**config.mk**
```make
export PLATFORM = sky130hd
export DESIGN_NAME = fp_to_int_conv
export DESIGN_NICKNAME = d
export VERILOG_FILES = /design/src/rtl/fpu_conv_pkg.sv /design/src/rtl/fp_round_sat.sv /design/src/rtl/fp_to_int_conv.sv
export SDC_FILE = /design/constraint.sdc
export NUM_CORES = 1
export LEC_CHECK = 0
export BUFFER_PORTS_ARGS = -buffer_cell sky130_fd_sc_hd__buf_2
export CAP_MARGIN = 30
export CELL_PAD_IN_SITES_DETAIL_PLACEMENT = 1
export CELL_PAD_IN_SITES_GLOBAL_PLACEMENT = 1
export CORE_MARGIN = 10
export CORE_UTILIZATION = 30
export DETAILED_ROUTE_END_ITERATION = 6
export PLACE_DENSITY_LB_ADDON = 0.1
export SETUP_SLACK_MARGIN = 0.2
export SLEW_MARGIN = 40
export SYNTH_ARGS = -nofsm -noshare
export SYNTH_HDL_FRONTEND = slang
export SYNTH_SLANG_ARGS = --single-unit
```
**constraint.sdc**
```tcl
create_clock -name clk -period 8.04 [get_ports clk]
set_clock_uncertainty 0.15 [all_clocks]
set_input_delay 0.402 -clock clk [delete_from_list [all_inputs] [get_ports clk]]
set_output_delay 0.402 -clock clk [all_outputs]
set_load 0.02 [all_outputs]
```
**src/rtl/fpu_conv_pkg.sv**
```systemverilog
// fpu_conv_pkg: shared types and helpers for the float-to-integer conversion path.
//   rm_e     - dynamic rounding-mode encoding (the unused codes 101..111 behave as RNE)
//   fclass_t - special-operand classification carried from S1 to S2
//   flen_f / bias_f - derive the float width and exponent bias from the field widths
package fpu_conv_pkg;

   typedef enum logic [2:0] {
      RM_RNE = 3'b000,
      RM_RTZ = 3'b001,
      RM_RDN = 3'b010,
      RM_RUP = 3'b011,
      RM_RMM = 3'b100
   } rm_e;

   typedef struct packed {
      logic is_nan;
      logic is_inf;
      logic is_zero;
   } fclass_t;

   function automatic int flen_f(input int exp_w, input int man_w);
      return 1 + exp_w + man_w;
   endfunction

   function automatic int bias_f(input int exp_w);
      return (1 << (exp_w - 1)) - 1;
   endfunction

endpackage

```
**src/rtl/fp_round_sat.sv**
```systemverilog
// fp_round_sat: combinational round / range-check / saturate / flag logic for a
// float-to-integer conversion. It is kept separate so a float-to-long unit can reuse it.
// Ports:
//   sign, int_part, g, s       - aligned magnitude, guard bit and sticky bit
//   pre_ovf                    - exponent already too large for INT_W bits
//   is_nan, is_inf, is_zero    - operand class
//   is_signed                  - 1 = signed target, 0 = unsigned
//   rm                         - rounding mode (rm_e encoding)
//   data, nv, nx               - integer result, invalid flag, inexact flag
module fp_round_sat
   import fpu_conv_pkg::*;
#(
   parameter int INT_W = 32
) (
   input  logic             sign,
   input  logic [INT_W-1:0] int_part,
   input  logic             g,
   input  logic             s,
   input  logic             pre_ovf,
   input  logic             is_nan,
   input  logic             is_inf,
   input  logic             is_zero,
   input  logic             is_signed,
   input  logic [2:0]       rm,
   output logic [INT_W-1:0] data,
   output logic             nv,
   output logic             nx
);

   // Largest representable magnitudes for a signed target, in INT_W+1 bits.
   localparam logic [INT_W:0] SPOS_LIM = {2'b00, {(INT_W-1){1'b1}}};
   localparam logic [INT_W:0] SNEG_LIM = {2'b01, {(INT_W-1){1'b0}}};

   logic             inc;
   logic             in_range;
   logic             sat;
   logic             sat_neg;
   logic [INT_W:0]   mag;
   logic [INT_W-1:0] mag_lo;

   always_comb begin
      case (rm_e'(rm))
         RM_RTZ:  inc = 1'b0;
         RM_RDN:  inc = sign & (g | s);
         RM_RUP:  inc = ~sign & (g | s);
         RM_RMM:  inc = g;
         default: inc = g & (s | int_part[0]);
      endcase

      // One extra bit so a rounding carry out of the top is visible to the range check.
      mag    = {1'b0, int_part} + {{INT_W{1'b0}}, inc};
      mag_lo = mag[INT_W-1:0];

      if (is_signed) begin
         in_range = sign ? (mag <= SNEG_LIM) : (mag <= SPOS_LIM);
      end else begin
         // A negative operand is only legal for an unsigned target when it rounds to zero.
         in_range = sign ? (mag == '0) : ~mag[INT_W];
      end

      sat     = is_nan | is_inf | pre_ovf | ~in_range;
      // NaN always saturates towards the positive limit regardless of its sign bit.
      sat_neg = sign & ~is_nan;

      data = '0;
      nv   = 1'b0;
      nx   = 1'b0;
      if (is_zero) begin
         data = '0;
      end else if (sat) begin
         nv = 1'b1;
         if (is_signed) begin
            data = sat_neg ? {1'b1, {(INT_W-1){1'b0}}} : {1'b0, {(INT_W-1){1'b1}}};
         end else begin
            data = sat_neg ? '0 : '1;
         end
      end else begin
         data = sign ? -mag_lo : mag_lo;
         nx   = g | s;
      end
   end

endmodule

```
**src/rtl/fp_to_int_conv.sv**
```systemverilog
// fp_to_int_conv: two-stage handshaked IEEE-754 float to integer converter.
//   S1 unpacks the operand, aligns the significand to an INT_W-bit integer part plus
//   guard/sticky, flags early overflow and classifies NaN/Inf/zero.
//   S2 (fp_round_sat) rounds, range-checks, saturates and raises NV/NX; its register
//   drives the outputs. Backpressure propagates combinationally, so full throughput
//   is kept with no bubbles.
// Ports:
//   clk, rst                         - clock, synchronous active-high reset
//   in_valid/in_ready                - operand handshake
//   in_a, in_signed, in_rm, in_tag   - float operand, target signedness, rounding mode, tag
//   out_valid/out_ready              - result handshake
//   out_data, out_nv, out_nx, out_tag - integer result, invalid, inexact, tag
module fp_to_int_conv
   import fpu_conv_pkg::*;
#(
   parameter int  EXP_W = 8,
   parameter int  MAN_W = 23,
   parameter int  INT_W = 32,
   parameter int  TAG_W = 5,
   localparam int FLEN  = flen_f(EXP_W, MAN_W)
) (
   input  logic             clk,
   input  logic             rst,
   input  logic             in_valid,
   output logic             in_ready,
   input  logic [FLEN-1:0]  in_a,
   input  logic             in_signed,
   input  logic [2:0]       in_rm,
   input  logic [TAG_W-1:0] in_tag,
   output logic             out_valid,
   input  logic             out_ready,
   output logic [INT_W-1:0] out_data,
   output logic             out_nv,
   output logic             out_nx,
   output logic [TAG_W-1:0] out_tag
);

   localparam int                    BIAS   = bias_f(EXP_W);
   localparam int                    XW     = 2*MAN_W + 3;
   localparam logic signed [EXP_W:0] BIAS_S = (EXP_W+1)'(BIAS);

   // ---------------- S1 combinational: unpack and align ----------------
   logic                  a_sign;
   logic [EXP_W-1:0]      a_exp;
   logic [EXP_W-1:0]      exp_eff;
   logic [MAN_W-1:0]      a_man;
   logic [MAN_W:0]        sig;
   logic signed [EXP_W:0] e_s;
   int                    e_i;
   int                    rsh;
   logic [XW-1:0]         shifted;
   logic [INT_W-1:0]      int_c;
   logic                  g_c;
   logic                  s_c;
   logic                  ovf_c;
   fclass_t               cls_c;

   always_comb begin
      a_sign  = in_a[FLEN-1];
      a_exp   = in_a[FLEN-2 -: EXP_W];
      a_man   = in_a[MAN_W-1:0];
      sig     = {(a_exp != '0), a_man};
      // Subnormals share the exponent of the smallest normal.
      exp_eff = (a_exp == '0) ? EXP_W'(1) : a_exp;
      e_s     = $signed({1'b0, exp_eff}) - BIAS_S;
      e_i     = int'(e_s);
      rsh     = MAN_W - e_i;

      shifted = '0;
      int_c   = '0;
      g_c     = 1'b0;
      s_c     = 1'b0;
      if (e_i >= MAN_W) begin
         // Exact integer; anything that would spill past INT_W bits is caught by ovf_c.
         int_c = INT_W'(sig) << (e_i - MAN_W);
      end else if (rsh > MAN_W + 2) begin
         s_c = |sig;
      end else begin
         // Fraction field holds MAN_W+2 bits so G and S fall out of fixed positions.
         shifted = {sig, {(MAN_W+2){1'b0}}} >> rsh;
         int_c   = INT_W'(shifted[XW-1 -: MAN_W+1]);
         g_c     = shifted[MAN_W+1];
         s_c     = |shifted[MAN_W:0];
      end

      ovf_c         = (e_i >= INT_W);
      cls_c.is_nan  = (a_exp == '1) && (a_man != '0);
      cls_c.is_inf  = (a_exp == '1) && (a_man == '0);
      cls_c.is_zero = (a_exp == '0) && (a_man == '0);
   end

   // ---------------- pipeline control ----------------
   logic             s1_valid_reg;
   logic             s2_valid_reg;
   logic             s1_adv;
   logic             s2_adv;

   assign s2_adv   = ~s2_valid_reg | out_ready;
   assign s1_adv   = ~s1_valid_reg | s2_adv;
   assign in_ready = s1_adv;

   // ---------------- S1 register ----------------
   logic             s1_sign_reg;
   logic [INT_W-1:0] s1_int_reg;
   logic             s1_g_reg;
   logic             s1_s_reg;
   logic             s1_ovf_reg;
   fclass_t          s1_cls_reg;
   logic             s1_signed_reg;
   logic [2:0]       s1_rm_reg;
   logic [TAG_W-1:0] s1_tag_reg;

   // ---------------- S2 combinational: round / saturate ----------------
   logic [INT_W-1:0] rs_data;
   logic             rs_nv;
   logic             rs_nx;

   fp_round_sat #(
      .INT_W (INT_W)
   ) u_round_sat (
      .sign      (s1_sign_reg),
      .int_part  (s1_int_reg),
      .g         (s1_g_reg),
      .s         (s1_s_reg),
      .pre_ovf   (s1_ovf_reg),
      .is_nan    (s1_cls_reg.is_nan),
      .is_inf    (s1_cls_reg.is_inf),
      .is_zero   (s1_cls_reg.is_zero),
      .is_signed (s1_signed_reg),
      .rm        (s1_rm_reg),
      .data      (rs_data),
      .nv        (rs_nv),
      .nx        (rs_nx)
   );

   // ---------------- S2 register (outputs) ----------------
   logic [INT_W-1:0] out_data_reg;
   logic             out_nv_reg;
   logic             out_nx_reg;
   logic [TAG_W-1:0] out_tag_reg;

   always_ff @(posedge clk) begin
      if (rst) begin
         s1_valid_reg  <= 1'b0;
         s1_sign_reg   <= 1'b0;
         s1_int_reg    <= '0;
         s1_g_reg      <= 1'b0;
         s1_s_reg      <= 1'b0;
         s1_ovf_reg    <= 1'b0;
         s1_cls_reg    <= '0;
         s1_signed_reg <= 1'b0;
         s1_rm_reg     <= '0;
         s1_tag_reg    <= '0;
         s2_valid_reg  <= 1'b0;
         out_data_reg  <= '0;
         out_nv_reg    <= 1'b0;
         out_nx_reg    <= 1'b0;
         out_tag_reg   <= '0;
      end else begin
         if (s1_adv) begin
            s1_valid_reg <= in_valid;
            if (in_valid) begin
               s1_sign_reg   <= a_sign;
               s1_int_reg    <= int_c;
               s1_g_reg      <= g_c;
               s1_s_reg      <= s_c;
               s1_ovf_reg    <= ovf_c;
               s1_cls_reg    <= cls_c;
               s1_signed_reg <= in_signed;
               s1_rm_reg     <= in_rm;
               s1_tag_reg    <= in_tag;
            end
         end
         // Payload only loads on a real transfer, so it holds while stalled.
         if (s2_adv) begin
            s2_valid_reg <= s1_valid_reg;
            if (s1_valid_reg) begin
               out_data_reg <= rs_data;
               out_nv_reg   <= rs_nv;
               out_nx_reg   <= rs_nx;
               out_tag_reg  <= s1_tag_reg;
            end
         end
      end
   end

   assign out_valid = s2_valid_reg;
   assign out_data  = out_data_reg;
   assign out_nv    = out_nv_reg;
   assign out_nx    = out_nx_reg;
   assign out_tag   = out_tag_reg;

endmodule
```
# --- Word level (Yosys, flattened, before mapping) ---
# Index checks and enable logic that the tools add are counted.
word_totals:
  regBits: 89
  in_bits: 45
  out_inout_bits: 41
  word_cells: 84
op_classes:
  addsub: 5
  order_cmp: 5
  eq_ne: 5
  n_shift: 2
  mux: 21
  n_bitwise: 17
  reduce_logical: 12
op_table:
  columns: ["op", "count"]
  rows:
  - ["2-to-1 mux 32 bit", 7]
  - ["right shift 49 x 32 -> 49 bit", 1]
  - ["OR reduction 24 bit", 2]
  - ["adder 32 x 1 -> 33 bit", 1]
  - ["<= comparator 33 x 31 -> 1 bit, second input constant", 1]
  - ["<= comparator 33 x 32 -> 1 bit, second input constant", 1]
  - ["zero test 33 bit", 1]
  - ["negator 32 bit", 1]
  - ["left shift 24 x 32 -> 32 bit", 1]
  - ["2-to-1 mux 24 bit", 1]
  - ["zero test 23 bit", 1]
  - ["nonzero test 23 bit", 1]
  - ["2-to-1 mux 1 bit", 11]
  - ["> comparator 10 x 6 -> 1 bit, second input constant", 1]
  - ["subtractor 6 x 9 -> 10 bit, first input constant", 1]
  - ["subtractor 9 x 6 -> 10 bit, second input constant", 1]
  - ["greater-or-equal comparator 9 x 6 -> 1 bit, second input constant", 1]
  - ["greater-or-equal comparator 9 x 7 -> 1 bit, second input constant", 1]
  - ["subtractor 8 x 7 -> 9 bit, second input constant", 1]
  - ["== test 8 bit, second input constant", 1]
  - ["zero test 8 bit", 1]
  - ["2-to-1 mux 8 bit", 1]
  - ["nonzero test 8 bit", 1]
  - ["OR 1 bit", 7]
  - ["8 further kinds", 20]

# --- Depth between registers and ports, before layout ---
# Gate-level depths: netlist of the first run.
depth:
  depth_word: 11
  mapped_depth: 21
  ltp_nobuf: 15

# --- Cells and area by module ---
# From an unflattened synthesis of the first run, not the netlist that was laid out.
unflattened:
  cells_unflattened: 1344
  area_unflattened_um2: 9711.8
by_module_without_submodules:
  columns: ["module", "instances", "cells_each", "area_each_um2", "seq_area_each_um2"]
  rows:
  - ["fp_to_int_conv", 1, 944, 7090.6, 1781.7]
  - ["fp_round_sat", 1, 400, 2621.3, 0.0]

# --- Least setup slack after synthesis of the first run ---
# OpenSTA, ideal clock, no wires.
synth_path:
  kind: "input-to-reg"
  startpoint: "input in_a[24]"
  endpoint: "register s1_int_reg[21]"
  setup_time_ns: 0.091
  t_arrival_ns: 4.276
  t_required_ns: 7.799
  setup_slack_ns: 3.523
  path_stages: 18
  n_path_buf: 5
  cell_sequence: "buf_2 -> nor4_2 -> a21oi_2 -> inv_2 -> buf_2 -> buf_2 -> ha_1 -> clkbuf_1 -> nor3b_1 -> a21oi_1 -> o211ai_1 -> nor2b_1 -> clkbuf_1 -> nand3_1 -> mux2i_1 -> nor2_1 -> or3_1 -> a311oi_1"
synth_between:
  elab_chain_cells: 7
  word_cells_on_any_way: 12
  cone_classes: "3 x add/sub; 2 x order compare; 2 x shift; 3 x mux; 2 x reduce/logical"
synth_rtl:
  columns: ["element", "line_no", "text"]
  rows:
  - ["start, declared", "fp_to_int_conv.sv:26", "input logic [FLEN-1:0] in_a,"]
  - ["zero test 8 bit", "fp_to_int_conv.sv:64", "exp_eff = (a_exp == '0) ? EXP_W'(1) : a_exp;"]
  - ["2-to-1 mux 8 bit", "fp_to_int_conv.sv:64", null]
  - ["subtractor 8 x 7 -> 9 bit", "fp_to_int_conv.sv:65", "e_s = $signed({1'b0, exp_eff}) - BIAS_S;"]
  - ["subtractor 6 x 9 -> 10 bit", "fp_to_int_conv.sv:67", "rsh = MAN_W - e_i;"]
  - ["right shift 49 x 32 -> 49 bit or > comparator 10 x 6 -> 1 bit (tied branches)", "fp_to_int_conv.sv:80, fp_to_int_conv.sv:76", null]
  - ["2-to-1 mux 24 bit", "fp_to_int_conv.sv:76", "end else if (rsh > MAN_W + 2) begin"]
  - ["2-to-1 mux 32 bit *", "fp_to_int_conv.sv:73", "if (e_i >= MAN_W) begin"]
  - ["end signal, assigned", "fp_to_int_conv.sv:164", "s1_int_reg <= int_c;"]
  - ["end, declared", "fp_to_int_conv.sv:104", "logic [INT_W-1:0] s1_int_reg;"]
# Every way passes the cells marked *; elsewhere a longest branch is shown, timed or not.
# A chain may end at the register's enable or synchronous reset.

# --- Final worst setup path of the first run ---
layout_path:
  startpoint: "register s1_sign_reg"
  endpoint: "register out_data_reg[0] (netlist: out_data[0])"
layout_between:
  elab_chain_cells: 11
  word_cells_on_any_way: 22
  cone_classes: "2 x add/sub; 2 x order compare; 10 x mux; 7 x bitwise; 1 x reduce/logical"
layout_rtl:
  columns: ["element", "line_no", "text"]
  rows:
  - ["start, declared", "fp_to_int_conv.sv:103", "logic s1_sign_reg;"]
  - ["start signal, assigned", "fp_to_int_conv.sv:163", "s1_sign_reg <= a_sign;"]
  - ["inverter 1 bit", "fp_round_sat.sv:45", "RM_RUP: inc = ~sign & (g | s);"]
  - ["bitwise AND 1 bit", "fp_round_sat.sv:45", null]
  - ["case mux 1 bit (4 select lines)", "fp_round_sat.sv:42", "case (rm_e'(rm))"]
  - ["adder 32 x 1 -> 33 bit", "fp_round_sat.sv:51", "mag = {1'b0, int_part} + {{INT_W{1'b0}}, inc};"]
  - ["<= comparator 33 x 31 -> 1 bit (tied with other cells)", "fp_round_sat.sv:55", "in_range = sign ? (mag <= SNEG_LIM) : (mag <= SPOS_LIM);"]
  - ["2-to-1 mux 1 bit, on equally long branches", "fp_round_sat.sv:55, fp_round_sat.sv:58", null]
  - ["2-to-1 mux 1 bit", "fp_round_sat.sv:54", "if (is_signed) begin"]
  - ["inverter 1 bit", "fp_round_sat.sv:61", "sat = is_nan | is_inf | pre_ovf | ~in_range;"]
  - ["OR 1 bit", "fp_round_sat.sv:61", null]
  - ["2-to-1 mux 32 bit *", "fp_round_sat.sv:70", "end else if (sat) begin"]
  - ["2-to-1 mux 32 bit *", "fp_round_sat.sv:68", "if (is_zero) begin"]
  - ["end signal, assigned", "fp_to_int_conv.sv:178", "out_data_reg <= rs_data;"]
  - ["end, declared", "fp_to_int_conv.sv:137", "logic [INT_W-1:0] out_data_reg;"]
# Marks and branches as above.

==> results of run 1 <==
path summary, 6_finish.rpt:
kind / endpoint / cells after the start
worst max-delay path: out_data[0] / 16
worst min-delay path: s1_tag_reg[1] / 3
worst max register to register: out_data[0] / 16
worst min register to register: out_nv / 1
logic make-up (layout without fill, tap and decap cells):
logic type                 Yosys count  after routing  share of synthesized area
AOI/OAI and AO/OA                  369            369                      0.286
other                                0              1                          0
muxes                               77             77                      0.106
buffers and inverters              145            145                     0.0671
and+or+nand+nor                    475            475                      0.257
adders and majority gates            9              9                     0.0121
xor gates and xnor gates            81             81                     0.0797
DFF                                 89             89                      0.192
per-stage QoR:
step                hold WS [ns]  utilization  worst slack (ns)  total power (W)
finish                     0.124        0.332              2.67          0.00146
global route               0.129        0.332              2.19          0.00154
CTS                        0.110        0.332              2.61          0.00147
detailed placement         0.290        0.322              2.46          0.00102
global placement           0.285        0.322              2.22          0.00102
floorplan                  0.282            -              3.52         0.000862
critical path, delay by kind of cell, from the launching register on:
| kind | cells | cell delay [ns] |
|---|---|---|
| compound gates | 3 | 0.64 |
| simple gates | 8 | 2.53 |
| flops | 1 | 0.31 |
| buf+inv | 1 | 0.31 |
| xor+xnor | 2 | 0.41 |
| fa+ha+maj | 2 | 0.87 |
cell usage in the layout (no fill, tap or decap), types with 37 or more instances in the layout:
cell type,synthesis,routed
sky130_fd_sc_hd__xnor2_1,58,56
sky130_fd_sc_hd__mux2i_1,52,52
sky130_fd_sc_hd__a21oi_1,80,79
sky130_fd_sc_hd__dfxtp_1,89,89
sky130_fd_sc_hd__nor2_1,110,110
sky130_fd_sc_hd__buf_2,33,85
sky130_fd_sc_hd__nand2_1,149,149
sky130_fd_sc_hd__o21ai_0,63,63
sky130_fd_sc_hd__nand3_1,40,40
sky130_fd_sc_hd__nor3_1,37,37
power groups by stage:
stage / combinational (W) / clock, W / sequential (W)
final: 0.000526 / 0.000437 / 0.000495
after global routing: 0.000573 / 0.000466 / 0.000499
after CTS: 0.000522 / 0.000453 / 0.000495
after detailed placement: 0.000520 / 0 / 0.000505
after global placement: 0.000518 / 0 / 0.000504
after floorplan: 0.000361 / 0 / 0.000502
routing by layer:
layer	part of all wire	vias up	routed length, µm
met5	0	-	0
met4	0.031	0	1150
met3	0.040	55	1510
met2	0.47	236	17600
met1	0.46	4768	17100
li1	-	4645	-
area by class of cell:
type                            count  share of cell area
Multi-Input combinational cell   1011               0.680
Timing Repair Buffer              103              0.0553
Clock buffer                        9              0.0222
Tap cell                          396              0.0488
Inverter                           26             0.00962
Antenna cell                        1            0.000247
Clock inverter                      7             0.00802
Sequential cell                    89               0.176
==> impl_metrics.json, run 1 <==
{
  "path_class": "reg2reg",
  "floorplan.initialDensity": 0.304,
  "i_o_pin_total": 86,
  "worst_path_max_delay_cell": "sky130_fd_sc_hd__or4b_1",
  "required_ns": 8.14,
  "tritoncts": "built",
  "via_count": 9704,
  "ir_drop_worst_case_vdd_uv": 82.3,
  "critical_path.cell_chain": "buf_4 > xnor2_1 > nor3b_1 > a21oi_1 > nor2_1 > ha_1 > ha_1 > nand3_2 > nor3_4 > and3_4 > xor2_2 > or4b_1 > nor4_2 > a21oi_1 > and3_2 > a221o_1",
  "drt_drc_violations_left": 0,
  "report.final.hold_viol_count": 0,
  "ys_top_cells_by_area": "sky130_fd_sc_hd__dfxtp_1 19%, sky130_fd_sc_hd__nand2_1 6.0%, sky130_fd_sc_hd__mux2i_1 5.6%",
  "power.net_switching_w": 0.000585,
  "synthesis_warning_total": 0,
  "synth_top_flop_cell": "sky130_fd_sc_hd__dfxtp_1",
  "numCtsBuffers": 9,
  "edff_count_synth": 0,
  "die_y_um": 196,
  "powerDensity_nw_per_um2": 144,
  "p_int_w": 0.000873,
  "fp.dieW_um": 196,
  "seq_power_share": 0.339,
  "crit_path_end_kind": "flop",
  "crit_path_start": "s1_sign_reg",
  "timing.final.max_slew_violations": 0,
  "netSwitchingFraction": 0.401,
  "maxCapViolCount": 0,
  "path_max_fanout": 35,
  "synth_area_per_cell_um2": 7.45,
  "n_fill_cell": 3776,
  "synthDominantAreaCellType": "sky130_fd_sc_hd__dfxtp_1",
  "global_router_s_overall_resource_usage": 0.188,
  "place.detailed.instances": 1625,
  "post_synth_inst_count": 1245,
  "grt_pass1_vias": 9698,
  "core.rowCount": 64,
  "design.final.nets": 1294,
  "outcome": "complete, no violations",
  "use_met2": 0.308,
  "synth.yosys.seq_area_share": 0.192,
  "busiest_layer": "met2",
  "layout-area-overhead-vs-synth_pct": 9.39,
  "max_slew.worst_pin.slew_ns": 0.939,
  "clock_power_share": 0.300,
  "final_worst_path_period_share": 0.668,
  "netlist.area_leader.share": 0.192,
  "ff2ff_setup_slack_ns": 2.67,
  "number_of_antenna_violations_at_the_first_check_in_global_routing": 2,
  "hp-start": "in_tag[1]",
  "cp.arrival_ns": 5.47,
  "grt_use_met1": 0.246,
  "type_of_the_tightest_min_delay_check": "in2reg",
  "number_of_synthesized_register_bits": 89,
  "floorplan.core_area_um2": 30500,
  "r2r_start": "s1_sign_reg",
  "pin_count_of_the_biggest_net_entering_global_routing": 52,
  "p_comb_frac": 0.361,
  "gpl.final_weighted_congestion": 0.911,
  "clk_root_buffer_cell": "sky130_fd_sc_hd__clkbuf_16",
  "overflow": 0,
  "post-synth-top-count-cell": "sky130_fd_sc_hd__nand2_1",
  "count_of_routing_violations_after_the_opening_detailed_route_iteration": 602,
  "worst_setup_hold_path_clk_slew_ns": 0.08,
  "worst_skew_pair.late_latency_ns": 0.36,
  "cp_slowest_stage_delay_ns": 0.55,
  "drt.antenna.violating_nets": 0,
  "cts.hold.buffers_added": 0,
  "clk_path_buf_depth": 2,
  "multi_input_area_um2": 6900,
  "final_layout_size_suffix_gt1_frac": 0.154,
  "cts_repair_resize_count": 0,
  "stdcell_count": 1642,
  "numPortBuffers": 85,
  "layout.area.seq_um2": 1780,
  "timing.final.setup_violations": 0,
  "finalWorstPathRequiredPeriod_ns": 5.37,
  "startpoint_type": "flop",
  "drt_first_pass_iters": 5,
  "grt_setup_unrepaired": "no",
  "htree_levels": 3,
  "ys_async_sr_fraction": 0,
  "dp_hpwl_mm": 28.7,
  "placement.cell_area_um2": 9830,
  "route.final.wire_length_mm": 37.3,
  "synth_area_um2": 9270,
  "synthDistinctLibCells": 93,
  "setup_buffers_after_cts": 0,
  "setup_total_negative_slack_ns": 0,
  "detail_route.vias_per_cell": 5.91,
  "wl_per_cell_um": 22.7,
  "die_area_um2": 38300,
  "clock_sink_count": 89,
  "wire_length_of_the_first_global_routing_pass_mm": 58.4,
  "gr_layer_usage_met3": 0.0227,
  "max_freq_mhz": 186,
  "post_synth_most_frequent_cells": "149 x sky130_fd_sc_hd__nand2_1, 110 x sky130_fd_sc_hd__nor2_1, 89 x sky130_fd_sc_hd__dfxtp_1, 80 x sky130_fd_sc_hd__a21oi_1, 68 x sky130_fd_sc_hd__clkbuf_1",
  "syn_nets": 1299,
  "worst_slew_margin_rel": 0.369,
  "power.static_leakage_nw": 3.82,
  "final_cell_area_um2": 10100
}
Power figures use the tool's default switching activity.
==> run 2, diff against run 1 <==
==> constraint.sdc (replaced) <==
create_clock -name clk -period 4.4 [get_ports clk]
set_clock_uncertainty 0.15 [all_clocks]
set_input_delay 0.22 -clock clk [delete_from_list [all_inputs] [get_ports clk]]
set_output_delay 0.22 -clock clk [all_outputs]
set_load 0.02 [all_outputs]
==> run 2 against run 1 <==
Critical path depth unchanged; first-iteration DRC count decreased by 2.0%; cell area grew 7.2%; combinational power grew 96%; sequential cell count did not move; critical path type unchanged; critical endpoint is now out_data[27]; largest power group unchanged; highest routed layer unchanged.
==> impl_metrics.json, run 2 (synthesis results as in run 1) <==
{
  "core.rowCount": 64,
  "hold_ws_ns": 0.0188,
  "final_common_cell": "sky130_fd_sc_hd__nand2_1",
  "grt_use_met1": 0.244,
  "drt_first_pass_iters": 5,
  "cp.arrival_ns": 4.33,
  "floorplan.core_area_um2": 30500,
  "tritoncts": "built",
  "number_of_antenna_violations_at_the_first_check_in_global_routing": 0,
  "setup_slack_ns": 0.158,
  "required_ns": 4.49,
  "cp_slowest_stage_delay_ns": 0.58,
  "antenna_cells": 0,
  "path_class": "reg2reg",
  "final_worst_path_period_share": 0.964,
  "worst_skew_pair.late_latency_ns": 0.35,
  "crit_path_end_kind": "flop",
  "maxCapViolCount": 0,
  "numPortBuffers": 85,
  "type_of_the_tightest_min_delay_check": "in2reg",
  "gpl.final_weighted_congestion": 0.926,
  "drt_drc_violations_left": 0,
  "layout-area-overhead-vs-synth_pct": 17.2,
  "fp.dieW_um": 196,
  "worst_setup_hold_path_clk_slew_ns": 0.08,
  "outcome": "complete, no violations",
  "n_fill_cell": 3783,
  "die_area_um2": 38300,
  "i_o_pin_total": 86,
  "critical_path.cell_chain": "nor3_2 > o31ai_1 > a21oi_1 > nor2_1 > ha_2 > ha_4 > ha_4 > or4b_4 > nor4_4 > nand4_1 > or4b_4 > nor4_4 > a21oi_2 > and3_4 > clkbuf_16 > a221o_1",
  "final_layout_size_suffix_gt1_frac": 0.201,
  "design.final.nets": 1364,
  "clk_root_buffer_cell": "sky130_fd_sc_hd__clkbuf_16",
  "gr_layer_usage_met3": 0.0199,
  "max_freq_mhz": 236,
  "total_power_w": 0.00272,
  "report.final.hold_viol_count": 0,
  "final_cell_mix": "149 x sky130_fd_sc_hd__nand2_1, 110 x sky130_fd_sc_hd__nor2_1, 85 x sky130_fd_sc_hd__buf_2, 85 x sky130_fd_sc_hd__dfxtp_1, 78 x sky130_fd_sc_hd__a21oi_1",
  "busiest_layer": "met2",
  "wire_length_of_the_first_global_routing_pass_mm": 59.3,
  "global_router_s_overall_resource_usage": 0.190,
  "use_met2": 0.331,
  "ir_drop_worst_case_vdd_uv": 144,
  "grt_setup_unrepaired": "yes",
  "startpoint_type": "flop",
  "powerDensity_nw_per_um2": 250,
  "pin_count_of_the_biggest_net_entering_global_routing": 51,
  "floorplan.initialDensity": 0.304,
  "numCtsBuffers": 9,
  "detail_route.vias_per_cell": 5.76,
  "route.final.wire_length_mm": 38.5,
  "via_count": 9853,
  "overflow": 0,
  "count_of_routing_violations_after_the_opening_detailed_route_iteration": 590,
  "timing.final.max_slew_violations": 0,
  "dp_hpwl_mm": 30.0,
  "worst_path_max_delay_cell": "sky130_fd_sc_hd__or4b_4",
  "worst_slew_margin_rel": 0.472,
  "clock_sink_count": 89,
  "power.static_leakage_nw": 4.22,
  "finish.utilization": 0.356,
  "htree_levels": 3,
  "die_y_um": 196,
  "grt_pass1_vias": 9898,
  "max_slew.worst_pin.slew_ns": 0.786,
  "clk_path_buf_depth": 2,
  "setup_total_negative_slack_ns": 0,
  "timing.final.setup_violations": 0,
  "wl_per_cell_um": 22.5,
  "post-place-ws_ns": 0.0557,
  "finalWorstPathRequiredPeriod_ns": 4.24,
  "drt.antenna.violating_nets": 0,
  "path_max_fanout": 8
}
[run 2: changes by cell type in the layout (fill, tap and decap cells not counted), moves of 2 or more]
cell / delta
sky130_fd_sc_hd__buf_12: +2
sky130_fd_sc_hd__ha_1: -3
sky130_fd_sc_hd__dfxtp_2: +4
sky130_fd_sc_hd__dfxtp_1: -4
sky130_fd_sc_hd__nor4_4: +2
sky130_fd_sc_hd__buf_16: +2
sky130_fd_sc_hd__dlygate4sd3_1: +11
sky130_fd_sc_hd__buf_4: +53
sky130_fd_sc_hd__ha_4: +2
sky130_fd_sc_hd__or4b_4: +2
sky130_fd_sc_hd__clkbuf_16: +2
sky130_fd_sc_hd__or4b_1: -2
[run 2: metal layers]
layer | share of wire | up-vias
met5 | 0 | -
met4 | 0.021 | 0
met3 | 0.026 | 38
met2 | 0.50 | 175
met1 | 0.46 | 4848
li1 | - | 4792
[run 2: cell type report]
class                           count  area (µm²)  area share
Timing Repair Buffer              173        1210       0.112
Tap cell                          396         495      0.0456
Inverter                           26        97.6     0.00898
Sequential cell                    89        1790       0.164
Multi-Input combinational cell   1011        6980       0.642
Clock inverter                      7        72.6     0.00668
Clock buffer                        9         225      0.0207
[run 2: final timing paths]
kind                       end          from  cells past startpoint  slack (ns)
hold reg to reg     s1_ovf_reg    s1_ovf_reg                      2        0.31
setup reg to reg  out_data[27]  s1_rm_reg[2]                     16        0.16
setup / recovery  out_data[27]  s1_rm_reg[2]                     16        0.16
hold / removal       out_valid     out_ready                      4        0.02
[run 2: what timing repair did]
item,CTS,global route
hold endpoints to repair,11,0
resized for setup,14,8
cloned,2,2
setup endpoints to repair,33,34
buffers inserted,2,4
pin swaps,7,43
hold buffers,11,0
[run 2: stage by stage]
| stage | instance area, µm² | std cells |
|---|---|---|
| after global placement | 10200 | 1674 |
| final | 10900 | 1711 |
| after CTS | 10700 | 1705 |
| after detailed placement | 10200 | 1674 |
| after floorplan | 9290 | 1245 |
| after global routing | 10900 | 1711 |
[run 2: critical path, delay by kind of cell (launching register included)]
kind / cells / cell delay [ns]
AND/OR/NAND/NOR: 8 / 2.11
AO/OA/AOI/OAI: 4 / 0.71
adder cells (fa/ha/maj): 3 / 0.59
flip-flops: 1 / 0.37
buffers and inverters: 1 / 0.18
[run 2: power breakdown]
group	switching, W	total, W	leakage [nW]	internal [W]
clock network	0.000382	0.000783	0.143	0.000401
registers	0.0000517	0.000900	0.728	0.000849
logic	0.000637	0.00103	3.34	0.000395
total	0.00107	0.00272	4.22	0.00165
==> run 3, diff against run 2 <==
--- a/config.mk
+++ b/config.mk
@@ -13,6 +13,7 @@
 export CORE_UTILIZATION = 30
 export DETAILED_ROUTE_END_ITERATION = 6
 export PLACE_DENSITY_LB_ADDON = 0.1
+export REMOVE_ABC_BUFFERS = 1
 export SETUP_SLACK_MARGIN = 0.2
 export SLEW_MARGIN = 40
 export SYNTH_ARGS = -nofsm -noshare
==> run 3 against run 2 <==
Power increased by 1.1%; critical endpoint is now out_data[15]; non-clock buffer count is 19 higher; via count up 2.2%; worst hold slack better by 0.024 ns; clock power increased by 0.9%; clock-buffer cell count unchanged; cell count rose by 1.2%; die area is the same; sequential share of layout area decreased by 0.45 points; critical path depth unchanged; highest routed layer unchanged; largest cell class unchanged; setup slack gained 0.18 ns; sequential power about the same.
==> impl_metrics.json, run 3 (synthesis results as in run 1) <==
{
  "outcome": "complete, no violations",
  "report.final.hold_viol_count": 0,
  "grt_setup_unrepaired": "yes",
  "fp.dieW_um": 196,
  "timing.final.setup_violations": 0,
  "cp_num_buf_inv": 1,
  "wl_per_cell_um": 22.6,
  "final_common_cell": "sky130_fd_sc_hd__nand2_1",
  "design.final.nets": 1384,
  "route.final.wire_length_mm": 39.1,
  "count_of_routing_violations_after_the_opening_detailed_route_iteration": 565,
  "number_of_antenna_violations_at_the_first_check_in_global_routing": 0,
  "floorplan.core_area_um2": 30500,
  "worst_path_max_delay_cell": "sky130_fd_sc_hd__or4b_4",
  "floorplan.initialDensity": 0.304,
  "required_ns": 4.49,
  "drt_drc_violations_left": 0,
  "worst_path_dominant_cell_family": "simple AND/OR/NAND/NOR gates",
  "critical_path.cell_chain": "xnor2_2 > nor3b_2 > a21oi_1 > nor2_1 > ha_2 > ha_4 > ha_4 > or4b_4 > nor4_2 > nand4_1 > or4b_4 > nor4_4 > a21oi_2 > and3_4 > buf_12 > a221o_1",
  "placement.cell_area_um2": 10300,
  "finalWorstPathRequiredPeriod_ns": 4.06,
  "final_cell_area_um2": 11200,
  "i_o_pin_total": 86,
  "path_max_fanout": 7,
  "numCtsBuffers": 9,
  "pin_count_of_the_biggest_net_entering_global_routing": 51,
  "hold_path_end": "out_valid",
  "wire_length_of_the_first_global_routing_pass_mm": 60.4,
  "core.rowCount": 64,
  "cp_slowest_stage_delay_ns": 0.52,
  "timing.final.max_slew_violations": 0,
  "path_class": "reg2reg",
  "critical_path.reg2reg.endpoint": "out_data[15]",
  "powerDensity_nw_per_um2": 245,
  "cp.arrival_ns": 4.16,
  "final_layout_size_suffix_gt1_frac": 0.228,
  "max_freq_mhz": 246,
  "ir_drop_worst_case_vdd_uv": 165,
  "grt_pass1_vias": 10000,
  "htree_levels": 3,
  "total_power_w": 0.00275,
  "crit_path_start": "s1_rm_reg[0]",
  "die_y_um": 196,
  "maxCapViolCount": 0,
  "type_of_the_tightest_min_delay_check": "in2reg",
  "max_slew.worst_pin.slew_ns": 0.696,
  "ff2ff_setup_slack_ns": 0.34,
  "clock_sink_count": 89,
  "stdcell_count": 1731,
  "hold_ws_ns": 0.0429,
  "layout-area-overhead-vs-synth_pct": 20.6,
  "place.detailed.instances": 1689,
  "clk_root_buffer_cell": "sky130_fd_sc_hd__clkbuf_16",
  "final_worst_path_period_share": 0.924,
  "final_cell_mix": "149 x sky130_fd_sc_hd__nand2_1, 109 x sky130_fd_sc_hd__nor2_1, 86 x sky130_fd_sc_hd__buf_4",
  "r2r_start": "s1_rm_reg[0]",
  "antenna_cells": 0,
  "hp-start": "out_ready",
  "via_count": 10100,
  "power.static_leakage_nw": 4.35,
  "clk_path_buf_depth": 2,
  "gpl.final_weighted_congestion": 0.917,
  "overflow": 0,
  "ff2ff_path_depth": 16,
  "drt_first_pass_iters": 5,
  "worst_slew_margin_rel": 0.534,
  "drt.antenna.violating_nets": 0,
  "worst_setup_hold_path_clk_slew_ns": 0.08,
  "crit_path_end_kind": "flop",
  "setup_total_negative_slack_ns": 0,
  "worst_skew_pair.late_latency_ns": 0.36,
  "tritoncts": "built",
  "die_area_um2": 38300,
  "numPortBuffers": 85,
  "detail_route.vias_per_cell": 5.82,
  "global_router_s_overall_resource_usage": 0.193,
  "dp_hpwl_mm": 30.3,
  "worstHoldPathCells": 4,
  "startpoint_type": "flop"
}
[run 3: final cells by class]
type	count	area, µm²
clock buffers	9	225
multi-input cells	1012	7160
fillers	3750	19300
clock inverters	7	67.6
well taps	396	495
flip-flops and latches	89	1790
inverters	26	97.6
repair buffers	192	1350
[run 3: worst min-delay path: cells and delay by family]
| kind | cells | cell delay, ns |
|---|---|---|
| simple gates | 3 | 0.23 |
| buf+inv | 1 | 0.07 |
[run 3: where the power goes]
part	internal, W	total [W]	switching, W
clock	0.000401	0.000790	0.000389
combinational	0.000406	0.00106	0.000649
sequential	0.000849	0.000900	0.0000512
total	0.00166	0.00275	0.00109
[run 3: through the flow]
stage	util	setup slack [ns]
detailed placement	0.339	0.0907
global route	0.367	0.113
global placement	0.338	0.168
finish	0.367	0.335
CTS	0.353	0.210
floorplan	-	-0.988
[run 3: worst max path at each step]
| stage | to | slack [ns] | depth (start not counted) |
|---|---|---|---|
| 3_3_place_gp | out_data[15] | 0.17 | 17 |
| 2_1_floorplan | s1_int_reg[17] | -0.99 | 11 |
| 3_5_place_dp | out_data[0] | 0.09 | 16 |
| 4_1_cts | out_data[15] | 0.21 | 16 |
| 6_report | out_data[15] | 0.34 | 16 |
| 5_1_grt | out_data[15] | 0.11 | 16 |
[run 3: metal layers]
layer / wire [µm] / vias up / track usage
met2: 19000 / 204 / 0.327
met5: 0 / - / 0
met4: 1230 / 0 / 0.0628
met3: 1160 / 54 / 0.0228
met1: 17700 / 4984 / 0.250
li1: - / 4828 / -
[run 3: timing repair]
item | in CTS | in global routing
endpoints found under the setup margin | 33 | 34
hold endpoints to repair | 11 | 0
gates cloned | 0 | 4
hold buffers | 11 | 0
resized for setup | 10 | 47
buffers inserted | 0 | 11
pin swaps | 3 | 21
